$ cat src/rtl/sensor_config.sv
// IMU configurator: on start, streams four FF AA reg lo hi write commands through a byte UART, with an idle gap after each.
// tx_start is a registered pulse issued only while tx_busy is low; an unacknowledged byte is resent after four idle cycles.
module sensor_config #(
    parameter int unsigned GAP_CYCLES   = 500000,
    parameter logic [15:0] CONTENT_WORD = 16'h000A
) (
    input  logic       clk,
    input  logic       rst,
    input  logic       start,
    input  logic [3:0] rate,
    input  logic       tx_busy,
    output logic       tx_start,
    output logic [7:0] tx_data,
    output logic       busy,
    output logic       done
);
    localparam int unsigned GAP_EFF = (GAP_CYCLES == 0) ? 1 : GAP_CYCLES;
    localparam int unsigned GAP_W   = (GAP_EFF > 1) ? $clog2(GAP_EFF) : 1;
    localparam logic [GAP_W-1:0] GAP_LAST = GAP_W'(GAP_EFF - 1);

    typedef enum logic [2:0] {IDLE, SEND, WAIT_ACK, WAIT_TX, GAP, DONE} state_t;

    state_t           state;
    logic [1:0]       cmd_idx;
    logic [2:0]       byte_idx;
    logic [1:0]       ack_cnt;
    logic [GAP_W-1:0] gap_cnt;
    logic [3:0]       rate_q;

    function automatic logic [7:0] cmd_byte(input logic [1:0] cmd, input logic [2:0] idx,
                                            input logic [3:0] rq);
        logic [7:0] reg_addr;
        logic [7:0] lo;
        logic [7:0] hi;
        logic [7:0] b;
        case (cmd)
            2'd0: begin reg_addr = 8'h69; lo = 8'h88;              hi = 8'hB5;              end
            2'd1: begin reg_addr = 8'h02; lo = CONTENT_WORD[7:0];  hi = CONTENT_WORD[15:8]; end
            2'd2: begin reg_addr = 8'h03; lo = {4'h0, rq};         hi = 8'h00;              end
            default: begin reg_addr = 8'h00; lo = 8'h00;           hi = 8'h00;              end
        endcase
        case (idx)
            3'd0:    b = 8'hFF;
            3'd1:    b = 8'hAA;
            3'd2:    b = reg_addr;
            3'd3:    b = lo;
            default: b = hi;
        endcase
        return b;
    endfunction

    always_ff @(posedge clk or posedge rst) begin
        if (rst) begin
            state    <= IDLE;
            tx_start <= 1'b0;
            tx_data  <= 8'h00;
            busy     <= 1'b0;
            done     <= 1'b0;
            cmd_idx  <= 2'd0;
            byte_idx <= 3'd0;
            ack_cnt  <= 2'd0;
            gap_cnt  <= '0;
            rate_q   <= 4'h0;
        end else begin
            tx_start <= 1'b0;
            done     <= 1'b0;
            unique case (state)
                IDLE: begin
                    if (start) begin
                        state    <= SEND;
                        cmd_idx  <= 2'd0;
                        byte_idx <= 3'd0;
                        busy     <= 1'b1;
                        rate_q   <= rate;
                    end
                end
                SEND: begin
                    if (!tx_busy) begin
                        tx_start <= 1'b1;
                        tx_data  <= cmd_byte(cmd_idx, byte_idx, rate_q);
                        ack_cnt  <= 2'd0;
                        state    <= WAIT_ACK;
                    end
                end
                WAIT_ACK: begin
                    // A transmitter that never raises busy has dropped the byte: retry it.
                    if (tx_busy) begin
                        state <= WAIT_TX;
                    end else if (ack_cnt == 2'd3) begin
                        state <= SEND;
                    end else begin
                        ack_cnt <= ack_cnt + 2'd1;
                    end
                end
                WAIT_TX: begin
                    if (!tx_busy) begin
                        if (byte_idx < 3'd4) begin
                            byte_idx <= byte_idx + 3'd1;
                            state    <= SEND;
                        end else begin
                            gap_cnt <= '0;
                            state   <= GAP;
                        end
                    end
                end
                GAP: begin
                    if (gap_cnt == GAP_LAST) begin
                        gap_cnt <= '0;
                        if (cmd_idx != 2'd3) begin
                            cmd_idx  <= cmd_idx + 2'd1;
                            byte_idx <= 3'd0;
                            state    <= SEND;
                        end else begin
                            done  <= 1'b1;
                            state <= DONE;
                        end
                    end else begin
                        gap_cnt <= gap_cnt + GAP_W'(1);
                    end
                end
                DONE: begin
                    busy  <= 1'b0;
                    state <= IDLE;
                end
                default: state <= IDLE;
            endcase
        end
    end
endmodule

$ cat config.mk
export PLATFORM = sky130hd
export DESIGN_NAME = sensor_config
export DESIGN_NICKNAME = d
export VERILOG_FILES = /design/src/rtl/sensor_config.sv
export SDC_FILE = /design/constraint.sdc
export NUM_CORES = 1
export LEC_CHECK = 0
export ABC_AREA = 1
export BUFFER_PORTS_ARGS = -buffer_cell sky130_fd_sc_hd__clkbuf_2
export CAP_MARGIN = 20
export CORE_MARGIN = 2
export CORE_UTILIZATION = 50
export CTS_BUF_LIST = sky130_fd_sc_hd__clkbuf_4
export DETAILED_ROUTE_END_ITERATION = 16
export PLACE_DENSITY = 0.71
export REMOVE_ABC_BUFFERS = 1
export SYNTH_ARGS = -nofsm -noshare
export SYNTH_HDL_FRONTEND = slang
export SYNTH_SLANG_ARGS = --single-unit
$ cat constraint.sdc
create_clock -name clk -period 2.2 [get_ports clk]
set_clock_uncertainty 0.2 [all_clocks]
set_input_delay 0.44 -clock clk [delete_from_list [all_inputs] [get_ports clk]]
set_output_delay 0.44 -clock clk [all_outputs]
set_load 0.02 [all_outputs]
=== After elaboration in Yosys (flattened, before gate mapping) ===
Index checks and enable logic that the tools add are counted.

* Register bits after elaboration: 44
* Input port bits: 8
* Output and inout bits: 11
* Word-level logic and storage cells: 93

* Add/sub/neg operators: 4
* $lt $le $gt $ge: 1
* Equality and inequality tests: 23
* Muxes and demuxes: 38
* Bitwise gates (word level): 1
* Reduce and logical (&&, ||, !) cells: 16

{| class="wikitable"
|+ Operator list
! cell !! number
|-
| 19-bit two-way mux || 3
|-
| 3-bit two-way mux || 13
|-
| 19-bit one-hot mux with 2 select lines || 1
|-
| 8-bit one-hot mux with 4 select lines || 1
|-
| 8-bit one-hot mux with 3 select lines || 1
|-
| 7-bit one-hot mux with 3 select lines || 1
|-
| 2-bit != test (second input constant) || 10
|-
| 19-bit by 1-bit adder with 19-bit output (second input constant) || 1
|-
| 19-bit == test (second input constant) || 1
|-
| 3-bit one-hot mux with 5 select lines || 1
|-
| 3-bit by 2-bit == test with 1-bit output (second input constant) || 4
|-
| 2-bit two-way mux || 6
|-
| 3-bit one-hot mux with 3 select lines || 1
|-
| 8-bit two-way mux || 1
|-
| 2-bit one-hot mux with 2 select lines || 2
|-
| 4-bit AND reduction || 2
|-
| 2-bit nonzero test || 4
|-
| 3-bit by 1-bit == test with 1-bit output (second input constant) || 2
|-
| 3-bit == test (second input constant) || 2
|-
| 3-bit logical NOT || 2
|-
| 1-bit two-way mux || 6
|-
| 2-bit AND reduction || 3
|-
| 6-bit AND reduction || 1
|-
| 5-bit AND reduction || 1
|-
| other kinds (11) || 13
|}

=== Depth between registers and ports, before layout ===
Gate-level depths: netlist of run 1.

* Word-level depth: 4
* Depth in mapped cells: 11
* Depth with buffers taken out: 10

=== Worst setup path after synthesis of run 1 ===
No wires, ideal clock.

* Kind: reg2reg
* Start point: register gap_cnt[0]
* End point: register cmd_idx[0]
* Library setup time: 0.117 ns
* Arrival: 1.375 ns
* Required time: 1.883 ns
* Setup slack: 0.508 ns
* Cell stages (with the launch flop): 12
* Path buffers: 1
* Period minus slack after synthesis: 1.692 ns
* Path through: dfrtp_1 -> ha_1 -> nand2_2 -> inv_2 -> nand2_1 -> nor2_1 -> nand3_1 -> nand2_2 -> buf_6 -> nand3_2 -> nand2_1 -> nand2_1

* Word-level cells in the longest chain between the ends: 3

{| class="wikitable"
|+ RTL lines
! element !! RTL line !! text
|-
| start, declared || 27 || <nowiki>logic [GAP_W-1:0] gap_cnt;</nowiki>
|-
| start signal, assigned || 118 || <nowiki>gap_cnt <= gap_cnt + GAP_W'(1);</nowiki>
|-
| 19-bit == test || 107 || <nowiki>if (gap_cnt == GAP_LAST) begin</nowiki>
|-
| 2-bit != test (no source line) || -- ||
|-
| 4-bit AND reduction (no source line) || -- ||
|-
| end signal, assigned || 110 || <nowiki>cmd_idx <= cmd_idx + 2'd1;</nowiki>
|-
| end, declared || 24 || <nowiki>logic [1:0] cmd_idx;</nowiki>
|}

Every way passes these cells.
A chain may end at the register's enable or synchronous reset.

=== Worst setup path in the final report of run 1 ===
* Start point: register gap_cnt[0]
* End point: register byte_idx[0]

* Word-level cells in the longest chain between the ends: 3

{| class="wikitable"
|+ RTL lines
! element !! RTL line !! text
|-
| 19-bit == test || 107 ||
|-
| 2-bit != test (no source line) || -- ||
|-
| 6-bit AND reduction (no source line) || -- ||
|-
| end signal, assigned || 98 || <nowiki>byte_idx <= byte_idx + 3'd1;</nowiki>
|-
| end, declared || 25 || <nowiki>logic [2:0] byte_idx;</nowiki>
|}

Every way passes these cells.

==> results of run 1 <==
-- critical path, cell delays in order, from the launching register on --
cell	delay, ns
dfrtp_1	0.45
ha_1	0.30
nand2_2	0.11
inv_2	0.08
nand2_1	0.05
nor2_1	0.09
nand3_1	0.12
nand2_2	0.20
nand3_1	0.14
nand2_1	0.08
nand2_1	0.05
-- cells in the mapped netlist, drive strengths merged --
cell type	number	area (sq um)
o22ai	1	12.51
a21oi	4	35.04
dfrtp	44	1101
nor2	49	220.2
nand4	18	112.6
o21bai	1	7.510
a31oi	1	6.260
nand2	110	417.9
o31ai	1	7.510
o21ai	21	105.1
mux2	4	45.04
xor2	5	43.79
nor3	3	15.01
nand3	33	182.7
and2	1	6.260
inv	42	160.2
ha	11	137.6
buf	5	43.79
a22oi	1	7.510
o211ai	3	22.52
a41oi	1	8.760
-- registers in the layout, indices dropped and copies added (netlist names) --
register / flops
ack_cnt: 2
byte_idx: 3
state: 3
rate_q: 4
cmd_idx: 2
tx_start: 1
gap_cnt: 19
done: 1
tx_data: 8
busy: 1
-- cells in the final DEF (no fill, tap or decap), types with 2 or more instances in the layout --
cell and n:
nand2_1 108, nand2_2 2, o21ai_0 11, xor2_1 5, inv_2 9, ha_1 11
nor2_1 42, nand3_1 31, clkbuf_4 6, clkbuf_2 18, nor3_1 3, nor2_2 5
o21ai_1 10, inv_1 32, a21oi_1 2, buf_4 5, nand4_1 18, dfrtp_1 44
mux2_2 4, o211ai_1 3
-- metal layers --
layer | wire length [um] | global-route usage | vias up
met2 | 2531 | 0.3217 | 65
met4 | 62 | 0.05714 | 0
met5 | 0 | 0 | -
met3 | 263 | 0.03488 | 8
li1 | - | - | 1223
met1 | 2920 | 0.2984 | 1098
-- final timing paths --
check / slack, ns / cells after the start / to
setup / recovery: 0.26 / 10 / byte_idx[0]
hold / removal: 0.10 / 2 / rate_q[2]
setup reg to reg: 0.26 / 10 / byte_idx[0]
hold reg to reg: 0.31 / 2 / tx_data[3]
max in group asynchronous: 0.85 / 4 / tx_start
min in group asynchronous: 0.41 / 3 / cmd_idx[1]
-- area by class of cell --
class	instances	share of cell area
Tap cell	70	0.02959
Multi-Input combinational cell	268	0.4708
Clock inverter	2	0.01183
Clock buffer	6	0.01522
Sequential cell	44	0.3719
Timing Repair Buffer	24	0.04649
Inverter	42	0.05410
-- through the flow --
step           total power [mW]  utilization  cell area, sq um
6_report                  3.040       0.5723              2960
5_1_grt                   3.289       0.5723              2960
4_1_cts                   3.064       0.5723              2960
3_5_place_dp              2.529       0.5549              2870
3_3_place_gp              2.503       0.5549              2870
2_1_floorplan             2.204            -              2655
-- kinds of logic after synthesis --
group | Yosys count | share of synthesized area
and+or+nand+nor | 214 | 0.3537
buffers and inverters | 47 | 0.07557
xor gates and xnor gates | 5 | 0.01623
adders and majority gates | 11 | 0.05100
muxes | 4 | 0.01669
AOI/OAI and AO/OA | 34 | 0.07882
DFF | 44 | 0.4080
-- report_power, final --
group          internal, mW  switching [mW]  total, mW
Combinational         0.431           0.741       1.17
Sequential             1.08           0.270       1.35
Clock                 0.251           0.268      0.519
==> reports/qor.yml, run 1 <==
final_layout:
  areaGrowthSynthToFinish_pct: 9.689
  multi_input_area_sq_um: 1394
  final_cells: 456
  num-fill-cells: 492
  seqCellArea_sq_um: 1101
  layout-drive-gt1-share: 0.1528
  antenna_cells: 0
  final_nets: 404
global_routing:
  grt_pass1_wl_um: 10020
  grt_pass1_vias: 2224
  grt_start_max_net_pins: 22
  antenna_found_initial: 0
  grt_usage: 0.2068
  grt_overflow: 0
clock_network:
  ctsResizeCount: 0
  clockBufferDepth: 2
  path_clk_slew_ns: 0.14
  cts_sinks: 44
  cts-htree-levels: 2
  holdBufCountCts: 1
  post_cts_buffers: 0
  clk_latency_ns: 0.36
  clockRootBuffer: "clkbuf_4"
  cts_buffers: 5
  cts_tree: "done"
power:
  p_leak_nw: 1.424
  irDropWorstVdd_uv: 508.6
  powerDensity_nw_per_um2: 1027
drt:
  drc: 0
  avgRoutedWirePerCell_um: 12.67
  antenna_left: 0
  drt-pass1-iter-count: 5
  wl_um: 5778
  vias: 2394
  vias_per_cell: 5.250
  drtIter0Drc: 173
die:
  coreArea_sq_um: 5172
  rows: 26
  start_util: 0.5218
  die_h_um: 77.47
  ios: 19
  die_w_um: 77.47
  dieArea_sq_um: 6002
yosys:
  synth.distinct_cells: 33
  synth_area_sq_um: 2699
  syn_inst: 359
  synth_warnings: 0
  seq_area_frac_synth: 0.4080
  syn-mean-instance-area_sq_um: 7.518
  ys_ff_latch: 44
sta:
  timing.slew.headroom: 0.6946
  hold_viol: 0
  hold_ws_ns: 0.1015
  worstMarginPinSlew_ns: 0.4574
  worst_slack_ns: 0.2590
  setup_tns_ns: 0
  slew_violations: 0
  setup_viol: 0
  post-route-period-util: 0.8823
  fmax_mhz: 515.2
  min_period_ns: 1.941
  rsz0062_at_grt: "no"
run:
  cap_violations: 0
critical_path:
  crit_path_end_kind: "flip-flop"
  cp-start-kind: "flip-flop"
  cp.required_ns: 2.27
  worstPathArrival_ns: 2.01
  worstSetupStartpoint: "gap_cnt[0]"
  cp_max_fo: 11
  reg2reg_from: "gap_cnt[0]"
  critPathKind: "reg2reg"
status:
  status: "complete, no violations"
place:
  portBuffers: 18
  place.gp.congestion: 0.9256
  place_hpwl_um: 4396
  dp_cells: 447
  place_ws_ns: 0.2743
hold_path:
  hp-start: "rate[2]"
  hold_class: "in2reg"
(Power assumes the default switching activity.)
==> run 2, diff against run 1 <==
--- a/config.mk
+++ b/config.mk
@@ -8,12 +8,15 @@
 export ABC_AREA = 1
 export BUFFER_PORTS_ARGS = -buffer_cell sky130_fd_sc_hd__clkbuf_2
 export CAP_MARGIN = 20
+export CELL_PAD_IN_SITES_DETAIL_PLACEMENT = 1
+export CELL_PAD_IN_SITES_GLOBAL_PLACEMENT = 2
 export CORE_MARGIN = 2
-export CORE_UTILIZATION = 50
+export CORE_UTILIZATION = 37
 export CTS_BUF_LIST = sky130_fd_sc_hd__clkbuf_4
 export DETAILED_ROUTE_END_ITERATION = 16
-export PLACE_DENSITY = 0.71
+export PLACE_DENSITY = 0.86
 export REMOVE_ABC_BUFFERS = 1
+export SETUP_SLACK_MARGIN = 0.5
 export SYNTH_ARGS = -nofsm -noshare
 export SYNTH_HDL_FRONTEND = slang
 export SYNTH_SLANG_ARGS = --single-unit
==> run 2 against run 1 <==
  * Cell area is 12% higher
  * Final cell count is 10% higher
  * Setup slack better by 0.28 ns
==> reports/qor.yml, run 2 (synthesis results as in run 1) <==
drt:
  drc: 0  # unchanged
  vias_per_cell: 5.088  # -3.1%
  antenna_left: 0  # unchanged
  avgRoutedWirePerCell_um: 15.66  # +24%
  wl_um: 7863  # +36%
  drtIter0Drc: 77  # -55%
  vias: 2554  # +6.7%
  drt-pass1-iter-count: 4  # -1
clock_network:
  cts_sinks: 44  # unchanged
  cts-htree-levels: 2  # unchanged
  clockBufferDepth: 2  # unchanged
  cts_buffers: 5  # unchanged
  clockRootBuffer: "clkbuf_4"
  path_clk_slew_ns: 0.14  # about the same
  cts_tree: "done"
  clk_latency_ns: 0.37  # about the same
final_layout:
  layout-drive-gt1-share: 0.2705  # +0.1176
  top_register: "gap_cnt"
  final_cell_mix: "103 x nand2_1, 34 x nor2_1, 32 x dfrtp_1"
  largest_reg_flops: 19  # unchanged
  final_nets: 422  # +4.5%
  areaGrowthSynthToFinish_pct: 23.27
  final_common_cell: "nand2_1"
  reg.largest.list: "gap_cnt: 19 flops, tx_data: 8 flops, rate_q: 4 flops"
  antenna_cells: 0  # unchanged
  final_core_util: 0.4636  # -0.1087
sta:
  hold_ws_ns: 0.09342  # -0.008088 ns
  setup_viol: 0  # unchanged
  min_period_ns: 1.664  # -0.2768 ns
  rsz0062_at_grt: "yes"
  timing.slew.headroom: 0.6726  # -0.02198
  post-route-period-util: 0.7564  # -0.1258
  slew_violations: 0  # unchanged
  setup_tns_ns: 0  # unchanged
  worst_slack_ns: 0.5358  # +0.2768 ns
  hold_viol: 0  # unchanged
  worstMarginPinSlew_ns: 0.4904  # +0.03292 ns
  fmax_mhz: 600.9  # +17%
global_routing:
  grt_overflow: 0  # unchanged
  grt_pass1_vias: 2583  # +16%
  grt_pass1_wl_um: 12640  # +26%
  antenna_found_initial: 0  # unchanged
  grt_start_max_net_pins: 22  # unchanged
  grt_usage: 0.2079  # +0.001158
place:
  place_ws_ns: 0.2464  # -0.02785 ns
  place.gp.congestion: 0.8639  # -6.7%
  portBuffers: 18  # unchanged
  place_hpwl_um: 5560  # +26%
die:
  coreArea_sq_um: 7176  # +39%
  die_w_um: 89.41  # +15%
  ios: 19  # unchanged
  dieArea_sq_um: 7993  # +33%
  rows: 31  # +19%
  die_h_um: 89.41  # +15%
  start_util: 0.3761  # -0.1457
power:
  irDropWorstVdd_uv: 459.0  # -9.7%
  powerDensity_nw_per_um2: 1053  # +2.6%
  finalPower_mw: 3.504  # +15%
  p_leak_nw: 1.514  # +6.4%
critical_path:
  cp-start-kind: "flip-flop"
  crit_path_end_kind: "flip-flop"
  critPathKind: "reg2reg"
  cp_max_fo: 6  # -5
  cp.required_ns: 2.27  # about the same
  worstPathArrival_ns: 1.74  # -0.27 ns
status:
  status: "complete, no violations"
run:
  cap_violations: 0  # unchanged
hold_path:
  hold_class: "in2reg"
-- run 2: cell count changes in the layout (fill, tap and decap cells not counted), moves of 3 or more --
cell,before,now
dfrtp_1,44,32
nand3_1,31,28
buf_4,5,19
nor2_1,42,34
dfrtp_2,0,12
nor2_2,5,8
nor2_4,1,6
nand3_4,1,5
nand2_2,2,6
nand2_1,108,103
-- run 2: timing repair --
item	4_1_cts	5_1_grt
setup buffers	4	11
endpoints found under the hold margin	19	0
cloned	2	0
hold buffers	1	0
pin swaps	2	6
resized for setup	14	39
setup endpoints to repair	26	37
-- run 2: final timing paths --
check	start	endpoint	depth (start not counted)	slack (ns)
max reg2reg	gap_cnt[1]	cmd_idx[1]	10	0.54
min in group asynchronous	rst	gap_cnt[6]	3	0.41
max	gap_cnt[1]	cmd_idx[1]	10	0.54
min	rate[1]	rate_q[1]	2	0.09
min reg2reg	tx_data[3]	tx_data[3]	2	0.30
max in group asynchronous	rst	byte_idx[2]	4	0.79
-- run 2: area by class of cell --
class / count / area, sq um
sequential: 44 / 1116
clock buffer: 5 / 37.54
tap: 99 / 123.9
inverter: 42 / 165.2
clock inverter: 2 / 60.06
timing repair buffer: 40 / 265.3
multi-input combinational: 270 / 1559
fill: 908 / 3849
-- run 2: worst max-delay path: stages (launching register included) --
cell and delay [ns]:
dfrtp_1 0.43, ha_4 0.17, nand2_4 0.06, inv_2 0.08, nand2_2 0.05, nor2_2 0.13
nand3_4 0.13, nand2_8 0.12, nand3_4 0.07, nand2_2 0.07, nand2_1 0.06
-- run 2: where the power goes --
part	switching, mW	leakage, nW	total, mW	internal [mW]
registers	0.285	0.523	1.37	1.09
clock network	0.284	0.0513	0.632	0.348
logic	0.905	0.940	1.50	0.593
-- run 2: per-layer routing --
layer  share of wire  track usage
met1            0.48       0.2780
met4           0.012      0.04885
met5               0            0
met2            0.49       0.3549
met3           0.019      0.03047
-- run 2: metrics by stage --
stage          std cells  area, sq um
6_report             502         3327
5_1_grt              502         3327
2_1_floorplan        354         2655
4_1_cts              491         3120
3_5_place_dp         477         2914
3_3_place_gp         477         2914
